### config.mk
export PLATFORM = sky130hd
export DESIGN_NAME = led_cmd_serializer
export DESIGN_NICKNAME = d
export VERILOG_FILES = /design/src/rtl/led_cmd_serializer.sv
export SDC_FILE = /design/constraint.sdc
export NUM_CORES = 1
export LEC_CHECK = 0
export ABC_AREA = 1
export CORE_MARGIN = 2
export CORE_UTILIZATION = 50
export CTS_CLUSTER_SIZE = 28
export DETAILED_ROUTE_END_ITERATION = 12
export GPL_TIMING_DRIVEN = 0
export PLACE_DENSITY = 0.87
export SETUP_SLACK_MARGIN = 0.5
export SYNTH_ARGS = -nofsm -noshare
export SYNTH_HDL_FRONTEND = slang
export SYNTH_SLANG_ARGS = --single-unit
### constraint.sdc
create_clock -name CLK -period 1.85 [get_ports CLK]
set_input_delay 0.37 -clock CLK [delete_from_list [all_inputs] [get_ports CLK]]
set_output_delay 0.37 -clock CLK [all_outputs]
set_load 0.05 [all_outputs]
### src/rtl/led_cmd_serializer.sv
// Serializes one LED command (addr + state) into an 8-bit SCLK/SDATA frame plus a SLATCH strobe.
// Optional LED_CMD_ADDR_CHECK_EN: drop commands whose address is >= NUM_LEDS and pulse cmd_err.
module led_cmd_serializer #(
    parameter int CLK_DIV      = 4,
    parameter int LATCH_CYCLES = 4,
    parameter int NUM_LEDS     = 21
) (
    input  logic       CLK,
    input  logic       RESET,
    input  logic       cmd_valid,
    output logic       cmd_ready,
    input  logic [4:0] cmd_addr,
    input  logic [1:0] cmd_state,
    output logic       SCLK,
    output logic       SDATA,
    output logic       SLATCH,
    output logic       frame_done,
    output logic       cmd_err,
    output logic [2:0] dbg_state
);
    // Handshake: a command is taken on the rising edge where cmd_valid and cmd_ready are
    // both high; cmd_ready is registered, high only in IDLE, and inputs are not used after that edge.

    localparam int MAX_CNT = (CLK_DIV > LATCH_CYCLES) ? CLK_DIV : LATCH_CYCLES;
    localparam int CNT_W   = (MAX_CNT > 1) ? $clog2(MAX_CNT) : 1;
    localparam logic [CNT_W-1:0] DIV_LOAD = CNT_W'(CLK_DIV - 1);
    localparam logic [CNT_W-1:0] LAT_LOAD = CNT_W'(LATCH_CYCLES - 1);

    if (CLK_DIV < 1 || CLK_DIV > 255) begin : g_bad_div
        $error("CLK_DIV out of range 1..255");
    end
    if (LATCH_CYCLES < 1 || LATCH_CYCLES > 255) begin : g_bad_latch
        $error("LATCH_CYCLES out of range 1..255");
    end
    if (NUM_LEDS < 1 || NUM_LEDS > 32) begin : g_bad_leds
        $error("NUM_LEDS out of range 1..32");
    end

    typedef enum logic [2:0] {
        S_IDLE     = 3'd0,
        S_SHIFT_LO = 3'd1,
        S_SHIFT_HI = 3'd2,
        S_LATCH    = 3'd3,
        S_GAP      = 3'd4
    } state_t;

    state_t           r_state;
    logic [CNT_W-1:0] r_cnt;
    logic [2:0]       r_idx;
    logic [7:0]       r_word;
    logic             r_ready;
    logic             r_sclk;
    logic             r_sdata;
    logic             r_slatch;
    logic             r_frame_done;
    logic             r_cmd_err;

    logic [7:0]       w_word;
    logic             w_addr_bad;

    assign w_word = {1'b0, cmd_state, cmd_addr};

`ifdef LED_CMD_ADDR_CHECK_EN
    assign w_addr_bad = (int'(cmd_addr) >= NUM_LEDS);
`else
    assign w_addr_bad = 1'b0;
`endif

    // One down-counter times every phase; it is reloaded on each state entry.
    always_ff @(posedge CLK) begin
        if (!RESET) begin
            r_state      <= S_IDLE;
            r_cnt        <= '0;
            r_idx        <= 3'd7;
            r_word       <= 8'h00;
            r_ready      <= 1'b0;
            r_sclk       <= 1'b0;
            r_sdata      <= 1'b0;
            r_slatch     <= 1'b0;
            r_frame_done <= 1'b0;
            r_cmd_err    <= 1'b0;
        end else begin
            r_frame_done <= 1'b0;
            r_cmd_err    <= 1'b0;
            case (r_state)
                S_IDLE: begin
                    r_ready  <= 1'b1;
                    r_sclk   <= 1'b0;
                    r_sdata  <= 1'b0;
                    r_slatch <= 1'b0;
                    if (cmd_valid && r_ready) begin
                        if (w_addr_bad) begin
                            r_cmd_err <= 1'b1;
                        end else begin
                            r_word  <= w_word;
                            r_idx   <= 3'd7;
                            r_cnt   <= DIV_LOAD;
                            r_sdata <= w_word[7];
                            r_ready <= 1'b0;
                            r_state <= S_SHIFT_LO;
                        end
                    end
                end
                S_SHIFT_LO: begin
                    if (r_cnt == '0) begin
                        r_sclk  <= 1'b1;
                        r_cnt   <= DIV_LOAD;
                        r_state <= S_SHIFT_HI;
                    end else begin
                        r_cnt <= r_cnt - 1'b1;
                    end
                end
                S_SHIFT_HI: begin
                    if (r_cnt == '0) begin
                        r_sclk <= 1'b0;
                        if (r_idx == 3'd0) begin
                            r_sdata  <= 1'b0;
                            r_slatch <= 1'b1;
                            r_cnt    <= LAT_LOAD;
                            r_state  <= S_LATCH;
                        end else begin
                            // Next bit is presented together with SCLK falling.
                            r_sdata <= r_word[r_idx - 3'd1];
                            r_idx   <= r_idx - 3'd1;
                            r_cnt   <= DIV_LOAD;
                            r_state <= S_SHIFT_LO;
                        end
                    end else begin
                        r_cnt <= r_cnt - 1'b1;
                    end
                end
                S_LATCH: begin
                    if (r_cnt == '0) begin
                        r_slatch     <= 1'b0;
                        r_frame_done <= 1'b1;
                        r_cnt        <= DIV_LOAD;
                        r_state      <= S_GAP;
                    end else begin
                        r_cnt <= r_cnt - 1'b1;
                    end
                end
                S_GAP: begin
                    if (r_cnt == '0) begin
                        r_ready <= 1'b1;
                        r_state <= S_IDLE;
                    end else begin
                        r_cnt <= r_cnt - 1'b1;
                    end
                end
                default: begin
                    r_ready  <= 1'b0;
                    r_sclk   <= 1'b0;
                    r_sdata  <= 1'b0;
                    r_slatch <= 1'b0;
                    r_state  <= S_IDLE;
                end
            endcase
        end
    end

    assign cmd_ready  = r_ready;
    assign SCLK       = r_sclk;
    assign SDATA      = r_sdata;
    assign SLATCH     = r_slatch;
    assign frame_done = r_frame_done;
    assign cmd_err    = r_cmd_err;
    assign dbg_state  = r_state;

endmodule

# Word level (Yosys, flattened, before mapping)
# Index checks and enable logic that the tools add are counted.
[classes]
addsub = 2
multipliers = 0
n_div = 0
order_cmp = 1
eq_ne = 12
shift = 0
muxes = 29
n_bitwise = 4
n_reduce_logical = 19
[ops]
columns = ["cell", "count"]
rows = [
  ["3-bit two-way mux", 8],
  ["2-bit inequality test, second input constant", 8],
  ["3-bit one-hot mux with 5 select lines", 1],
  ["1-bit two-way mux", 9],
  ["1-bit one-hot mux with 3 select lines", 3],
  ["2-bit two-way mux", 4],
  ["2-bit AND reduction", 4],
  ["4-bit AND reduction", 2],
  ["3-bit by 2-bit equality test with 1-bit output, second input constant", 2],
  ["3-bit zero test", 2],
  ["2-bit one-hot mux with 3 select lines", 1],
  ["3-bit one-hot mux with 2 select lines", 1],
  ["3-bit AND reduction", 2],
  ["3-bit OR reduction", 2],
  ["5-bit AND reduction", 1],
  ["3-bit by 4-bit < comparator with 1-bit output, second input constant", 1],
  ["1-bit NOT", 4],
  ["2-bit OR reduction", 2],
  ["1-bit binary-select mux with 3-bit select", 1],
  ["3-bit by 1-bit equality test with 1-bit output, second input constant", 1],
  ["3-bit equality test, second input constant", 1],
  ["3-bit nonzero test", 1],
  ["3-bit by 1-bit subtractor with 3-bit output, second input constant", 1],
  ["2-bit zero test", 1],
  ["other kinds (4)", 4],
]
[word_totals]
register_bits = 20
latchBits = 0
mem_bits_rw = 0
rom_bits = 0
wordCells = 76
memories = 0

# Longest topological paths before layout
[logic_depth]
word_depth = 6
mapped_depth = 10

# Least setup slack after synthesis
# Ideal clock, no wire load.
[synth_timing]
path_type = "register -> register"
from = "register r_state[0], in the netlist dbg_state[0]"
to = "register r_idx[0]"
setup_time_ps = 128
t_arrival_ps = 1410
required_ps = 1722
path_slack_ps = 311
stages_incl_launch_ff = 8
path_buffers = 0
path_cell_list = "dfxtp_1 -> nor2_1 -> nand3_1 -> nand2_1 -> nor2_4 -> inv_2 -> nand2_1 -> nand3_1"
[synth_via]
elab_chain_cells = 3
[synth_rtl]
columns = ["element", "line_no", "source"]
rows = [
  ["start: declaration", "47", "state_t r_state;"],
  ["start signal: assignment", "72", "r_state <= S_IDLE;"],
  ["start signal: assignment", "100", "r_state <= S_SHIFT_LO;"],
  ["start signal: assignment", "108", "r_state <= S_SHIFT_HI;"],
  ["3-bit by 2-bit equality test with 1-bit output / 3-bit zero test (equally long branches)", "85", "case (r_state)"],
  ["2-bit inequality test (no source line) / 2-bit nonzero test (equally long branches)", "-", ""],
  ["4-bit AND reduction (no source line)", "-", ""],
  ["end signal: assignment", "124", "r_idx <= r_idx - 3'd1;"],
  ["end: declaration", "49", "logic [2:0] r_idx;"],
]
# Several ways; a longest one is shown, not always the timed one.
# A chain may end at the register's enable or synchronous reset.

# Final worst setup path
[layout_timing]
from = "register r_state[1], in the netlist dbg_state[1]"
to = "register r_state[0], in the netlist dbg_state[0]"
[layout_via]
elab_chain_cells = 3
[layout_rtl]
columns = ["element", "line_no"]
rows = [
  ["3-bit by 1-bit equality test with 1-bit output (tied with other cells)", "85"],
  ["2-bit inequality test (no source line)", "-"],
  ["5-bit AND reduction (no source line)", "-"],
]
# Several ways; a longest one is shown, not always the timed one.

==> impl_metrics.yaml <==
clock_network:
  cts_htree_levels: 1
  cts-hold-fix-buffers: 0
  cts_buffers: 3
  cts_buffer_depth: 2
  cts.sinks: 20
  cts.clk_slew.worst_paths_ns: 0.12
  cts_tree: "yes"
  clock_latency_ns: 0.31
  cts_root_buf: "clkbuf_4"
synth:
  synth_mux_area_share_pct: 0
  yosys.area_share.simple_pct: 31.78
  synthDistinctLibCells: 23
  syn_avg_cell_area_um2: 6.802
  synth_seq_cells: 20
  synth_nets: 171
  synthCells: 158
  ys_seq_area_share_pct: 37.25
  synth_top_family_by_area: "simple AND/OR/NAND/NOR gates"
  yosys_warnings: 0
  synthesis.area_mm2: 0.001075
  synthAdderAreaFrac_pct: 3.492
  synth_compound_area_share_pct: 15.13
  synth_xor_area_share_pct: 0.8149
setup_path:
  crit_slowest_cell: "dfxtp_4"
  crit_family: "simple AND/OR/NAND/NOR gates"
  path_cells: "nand2_1 > nor2_1 > nand2_1 > nand2_1 > inv_1 > nand3_2 > nand2_1 > a21oi_2"
  cp_common_cell: "nand2_1"
  cp_num_buf_inv: 1
  reg2reg_depth: 8
  end_kind: "flop"
  r2r_setup_slack_ns: 0.52
  start_kind: "flop"
  worstPathArrival_ns: 1.58
  path_class: "flop to flop"
  critPathRequiredTime_ns: 2.10
  cp_max_fo: 6
  r2r_start: "dbg_state[1]$_SDFFE_PN0P_"
  worstReg2RegEnd: "dbg_state[0]$_SDFFE_PN0P_"
  crit_path_max_incr_delay_ns: 0.44
route:
  vias: 1105
  drc: 0
  wirelength_met1_mm: 1.092
  viasPerCell: 5.212
  wl_met3_um: 193
  postRouteAntennaNets: 0
  wire_per_inst_um: 11.97
  dr_wl_met2_mm: 1.203
  initialDrtViolationCount: 61
  top_layer_used: "met4"
  drtPass1Iterations: 4
  drt_wl_total_mm: 2.538
placement:
  gp_congestion: 0.8799
  place_area_mm2: 0.001284
  hpwl_mm: 1.671
  dp.cells: 202
  portBuffers: 17
hold_path:
  min_path_type: "flop to flop"
  hold_depth: 2
  hp-start: "r_word[3]$_SDFFE_PN0P_"
  hold_end: "r_word[3]$_SDFFE_PN0P_"
sta:
  fin_crit_ns: 1.325
  fin_skew_ns: 0.008331
  finalCritPeriodShare_pct: 71.62
  finalSetupViolations: 0
  rsz0062_at_grt: "yes"
  fmax_mhz: 754.7
  final-hold-violation-count: 0
  finalMaxSlewViolations: 0
  setup_tns_ns: 0
power_and_ir_drop:
  clkPwrFrac_pct: 12.1
  switching_share_pct: 46.55
  intPower_uw: 1149
  power_density_mw_per_mm2: 1491
  switchingPower_uw: 1000
  ir_worst_vdd_v: 0.001066
  combPwrFrac_pct: 56.7
  p_leak_uw: 0.0006558
  p_seq_share_pct: 31.2
floorplanning:
  dieArea_mm2: 0.002537
  die_h_um: 50.37
  core-area_mm2: 0.002002
  die-width_um: 50.37
  initial_core_util_pct: 53.69
  io_pins: 19
  rows: 16
grt:
  overflow: 0
  grt_pass1_wl_mm: 3.933
  antenna_found_initial: 0
  grt_max_degree: 12
  grtUsageTotal_pct: 20.20
  grt_pass1_vias: 960
final_layout:
  n_fill_cell: 156
  postLayoutCellArea_mm2: 0.001441
  nets: 199
  syn2layout_area_growth_pct: 34.11
  layout_commonest_cell: "nand2_1"
  antenna_cells: 0
  layout_common_cells: "31 x nand2_1, 17 x inv_1, 16 x nand3_1, 13 x dfxtp_1, 12 x a21oi_1"
  final_cells: 212
  final_util_pct: 72.00
  drive_gt1_share_pct: 30.81
run_status:
  status: "complete, no violations"
job:
  cap_violations: 0
-- cell usage after synthesis (all sizes together) --
library cell	number	area, um2
nand2	34	132.6
inv	26	97.60
nand3	21	115.1
dfxtp	20	400.4
nor2	17	86.33
o21ai	16	80.07
a21oi	13	68.82
ha	3	37.54
buf	2	18.77
a211oi	1	7.510
a31oi	1	6.260
clkbuf	1	3.750
conb	1	3.750
nand3b	1	7.510
xor2	1	8.760
-- logic make-up (layout without fill, tap and decap cells) --
kind of cell / count (synthesis) / after routing
simple gates: 73 / 73
other cells: 1 / 1
compound gates: 31 / 31
flops: 20 / 20
fa+ha+maj: 3 / 3
xor+xnor: 1 / 1
buf+inv: 29 / 56
-- worst max path at each step --
| stage | to | depth (start not counted) | from | slack (ns) |
|---|---|---|---|---|
| floorplan | r_idx[0]$_SDFFE_PN1P_ | 10 | r_idx[0]$_SDFFE_PN1P_ | 0.53 |
| global placement | r_cnt[1]$_SDFFE_PN0P_ | 4 | RESET | 0.15 |
| detailed placement | r_word[5]$_SDFFE_PN0P_ | 4 | RESET | 0.17 |
| CTS | dbg_state[2] | 1 | dbg_state[2]$_SDFFE_PN0P_ | 0.45 |
| global route | dbg_state[1]$_SDFFE_PN0P_ | 9 | dbg_state[1]$_SDFFE_PN0P_ | 0.42 |
| finish | dbg_state[0]$_SDFFE_PN0P_ | 8 | dbg_state[1]$_SDFFE_PN0P_ | 0.52 |
-- area by class of cell --
| cell class | instances | area, um2 | share of cell area (%) |
|---|---|---|---|
| multi-input cells | 109 | 639.4 | 44.36 |
| flip-flops and latches | 20 | 419.2 | 29.08 |
| repair buffers | 23 | 186.4 | 12.93 |
| inverters | 26 | 102.6 | 7.118 |
| clock buffers | 4 | 36.28 | 2.517 |
| well taps | 27 | 33.78 | 2.344 |
| plain buffers | 3 | 23.77 | 1.649 |
-- stage by stage --
stage	power, uW	hold slack (ns)	setup WS [ns]
3_3_place_gp	1625	0.4360	0.1518
2_1_floorplan	1423	0.4231	0.5291
3_5_place_dp	1652	0.4423	0.1671
6_report	2149	0.4569	0.5250
4_1_cts	1939	0.4589	0.4469
5_1_grt	2314	0.4879	0.4203
-- timing repair --
action                                  CTS  global route
endpoints found under the setup margin   18            18
resized for setup                        51            31
pin swaps                                 0             9
gates cloned                              0             0
buffers inserted                          1             5
-- power by group through the flow --
stage / clock (uW) / sequential, uW / combinational [uW]
2_1_floorplan: 0 / 767 / 656
3_3_place_gp: 0 / 645 / 980
3_5_place_dp: 0 / 649 / 1000
4_1_cts: 266 / 639 / 1030
5_1_grt: 284 / 685 / 1350
6_report: 260 / 670 / 1220
-- tightest hold or removal path, stage by stage (launching register included) --
cell and delay, ns:
dfxtp_1 0.33, inv_1 0.05, a21oi_1 0.05
-- registers in the layout, indices dropped and copies added (netlist names) --
signal	flops
SLATCH	1
frame_done	1
r_word	7
SCLK	1
r_idx	3
SDATA	1
dbg_state	3
cmd_ready	1
r_cnt	2
-- per-layer routing --
metal | vias to the layer above | GRT usage [%]
li1 | 558 | -
met1 | 492 | 26.64
met2 | 48 | 32.24
met3 | 7 | 4.464
met4 | 0 | 7.658
met5 | - | 0
No activity file was read; power rests on OpenSTA's default activity.
==> edit 1, RTL diff (same settings) <==
Make the reset (`RESET`) asynchronous in one clocked block.
--- a/src/rtl/led_cmd_serializer.sv
+++ b/src/rtl/led_cmd_serializer.sv
@@ -69,3 +69,3 @@
     // One down-counter times every phase; it is reloaded on each state entry.
-    always_ff @(posedge CLK) begin
+    always_ff @(posedge CLK or negedge RESET) begin
         if (!RESET) begin
Check against the original RTL: differs if RESET is asserted again (counterexample within 4 cycles, from zero or initial values and one cycle with RESET low); with RESET held inactive, the same outputs for 10 cycles.
==> edit 1 against the unedited design <==
- sequential cell count stayed put
- fmax down 9.9%
- worst setup slack worse by 0.15 ns
- final area increased by 21%
- routed wire length up 31%
- core utilization increased by 5.2 points
- synthesized area increased by 13%
Power is not compared: it rests on default switching activity, and its combinational part moved more than twofold at a synthesized area within 25%.
==> edit 1: results (changes against the unedited design) <==
| Metric | Value |
|---|---|
| Syn nets | 158 (-7.6%) |
| Crit-path slowest cell | dfrtp_4 |
| Register area | 510.5 um^2 (+22%) |
| Inverter count | 20 (-23%) |
| Worst hold path class | in -> async |
| Max frequency | 679.7 MHz (-9.9%) |
| Layout Skew | 0.003376 ns (-0.004955 ns) |
| CP endpoint | r_word[2]$_DFFE_PN0P_ |
| Share of layout cells above drive strength 1 | 45.30% (+14 points) |
| Arr. time, crit path | 1.68 ns (+0.10 ns) |
| Overall Global Routing Usage | 23.03% (+2.8 points) |
| Final WL | 3.316 mm (+31%) |
| Sequential fraction of the synthesis area | 41.38% (+4.1 points) |
| Syn Area/Cell | 8.405 um^2 (+24%) |
| DP Worst Slack | 0.1869 ns (+0.01980 ns) |
| Final-layout clock-cell area share | 2.085% (-0.43 points) |
| Outcome | finished, final reports clean |
| Seq Cell Count | 20 (unchanged) |
| Placed insts | 190 (-5.9%) |
| Multi-input gate share of total cell area | 41.55% (-2.8 points) |
| Layout Utilization | 77.19% (+5.2 points) |
| Area grow syn2layout | 42.81% |
| Placed cell areas | 1450 um^2 (+13%) |
| Non-clock buffer count | 35 (+35%) |
| Comb_multi_in | 102 (-6.4%) |
| Critical path's top delay family | flip-flops |
| Reg-to-reg startpoint | dbg_state[0]$_DFFE_PN0P_ |
| R2r setup slk | 0.38 ns (-0.15 ns) |
edit 1: what timing repair did:
action / CTS / global route
resized for setup: 60 / 23
pin swaps: 6 / 6
endpoints found under the setup margin: 16 / 21
setup buffers: 11 / 3
gates cloned: 1 / 0
edit 1: per-layer routing:
layer | vias to the layer above | share of wire (%) | track usage (%) | wire length [um]
li1 | 535 | - | - | -
met1 | 554 | 36 | 27.32 | 1201
met2 | 66 | 53 | 38.89 | 1770
met3 | 17 | 6.3 | 5.932 | 209
met4 | 0 | 4.0 | 9.829 | 134
met5 | - | 0 | 0 | 0
edit 1: power by group:
group	switching [mW]	leakage [nW]	internal, mW	total, mW
logic	1.50	0.571	1.06	2.56
clock network	0.147	0.0210	0.120	0.268
registers	0.216	0.240	0.682	0.898
==> edit 2, RTL diff (same settings) <==
Made on the original files. Add a define of `LED_CMD_ADDR_CHECK_EN`.
--- a/src/rtl/led_cmd_serializer.sv
+++ b/src/rtl/led_cmd_serializer.sv
@@ -2,2 +2,4 @@
 // Optional LED_CMD_ADDR_CHECK_EN: drop commands whose address is >= NUM_LEDS and pulse cmd_err.
+`define LED_CMD_ADDR_CHECK_EN
+
 module led_cmd_serializer #(
Formal check against the unedited RTL: not equivalent (Yosys sat finds a counterexample within 4 cycles, from zero or initial values and one cycle with RESET low).
==> edit 2 against the unedited design <==
- final area increased by 13%
- fmax is 0.30% lower
- worst setup slack worse by 0.0039 ns
- core utilization about the same
- routed wire length rose by 20%
- sequential cell count up 1
- synthesized area is 12% higher
Power is not compared: it rests on default switching activity, and its combinational part moved more than twofold at a synthesized area within 25%.
==> edit 2: results (changes against the unedited design) <==
| Metric | Value |
|---|---|
| Outcome | finished, final reports clean |
| DP Worst Slack | 0.07562 ns (-0.09145 ns) |
| I/O Buffers | 18 (+1) |
| Final worst setup slack | 0.5210 ns (-0.003932 ns) |
| Vias/cell | 5.358 (+2.8%) |
| CP Max Fanout | 4 (-2) |
| M1 GR Usage | 25.56% (-1.1 points) |
| Synth unique cells | 24 (+4.3%) |
| Post-Synth XOR/XNOR Area | 0.7261% (-0.089 points) |
| Overall Global Routing Usage | 21.43% (+1.2 points) |
| # fillers | 179 (+15%) |
| Worst Hold Launch | cmd_addr[1] |
| Cells after Synth | 167 (+5.7%) |
| Detailed placer's ending HPWL | 2.009 mm (+20%) |
| R2r endpoint | SDATA$_SDFFE_PN0P_ |
| Vias in the first global route | 1,024 (+6.7%) |
| Wire per inst | 13.32 um (+11%) |
| Adder-cell share of the synthesized area | 3.112% (-0.38 points) |
| Synth top cells by count | 42 x nand2_1, 23 x nor2_1, 21 x dfxtp_1, 19 x inv_1, 14 x nand3_1 |
| CP endpoint | dbg_state[1] |
| Sequential fraction of the synthesis area | 34.85% (-2.4 points) |
| WL met1 | 1.171 mm (+7.2%) |
| Reg-to-reg startpoint | dbg_state[0]$_SDFFE_PN0P_ |
| Critical path's top delay family | flip-flops |
| Metal3 WL | 186 um (-3.6%) |
| Syn nets | 180 (+5.3%) |
| Violation count after the first detailed-route iteration | 33 (-46%) |
| GR Util met3 | 3.672% (-0.79 points) |
| Hold endpoint | r_word[1]$_SDFFE_PN0P_ |
## edit 2: cell count changes in the layout (fill, tap and decap cells not counted), moves of 4 or more
| cell | before | now |
|---|---|---|
| nand3_2 | 4 | 0 |
| nand2_2 | 2 | 9 |
| inv_1 | 17 | 12 |
| nand4_1 | 0 | 4 |
| nor2_2 | 3 | 7 |
| nand2_1 | 31 | 36 |
| a21oi_1 | 12 | 8 |
| nor2_1 | 9 | 18 |
| o21ai_0 | 10 | 2 |
## edit 2: area by class of cell
class	count	area, um^2	share of cell area (%)
Sequential cell	21	434.2	26.73
Multi-Input combinational cell	122	749.5	46.15
Clock buffer	4	26.28	1.618
Inverter	20	85.08	5.239
Timing Repair Buffer	30	242.7	14.95
Tap cell	28	35.03	2.157
Buffer	4	51.30	3.159
## edit 2: what timing repair did
item	in CTS	in global routing
pin swaps	6	13
gates cloned	0	1
endpoints found under the setup margin	22	18
resized for setup	60	33
buffers inserted	1	10
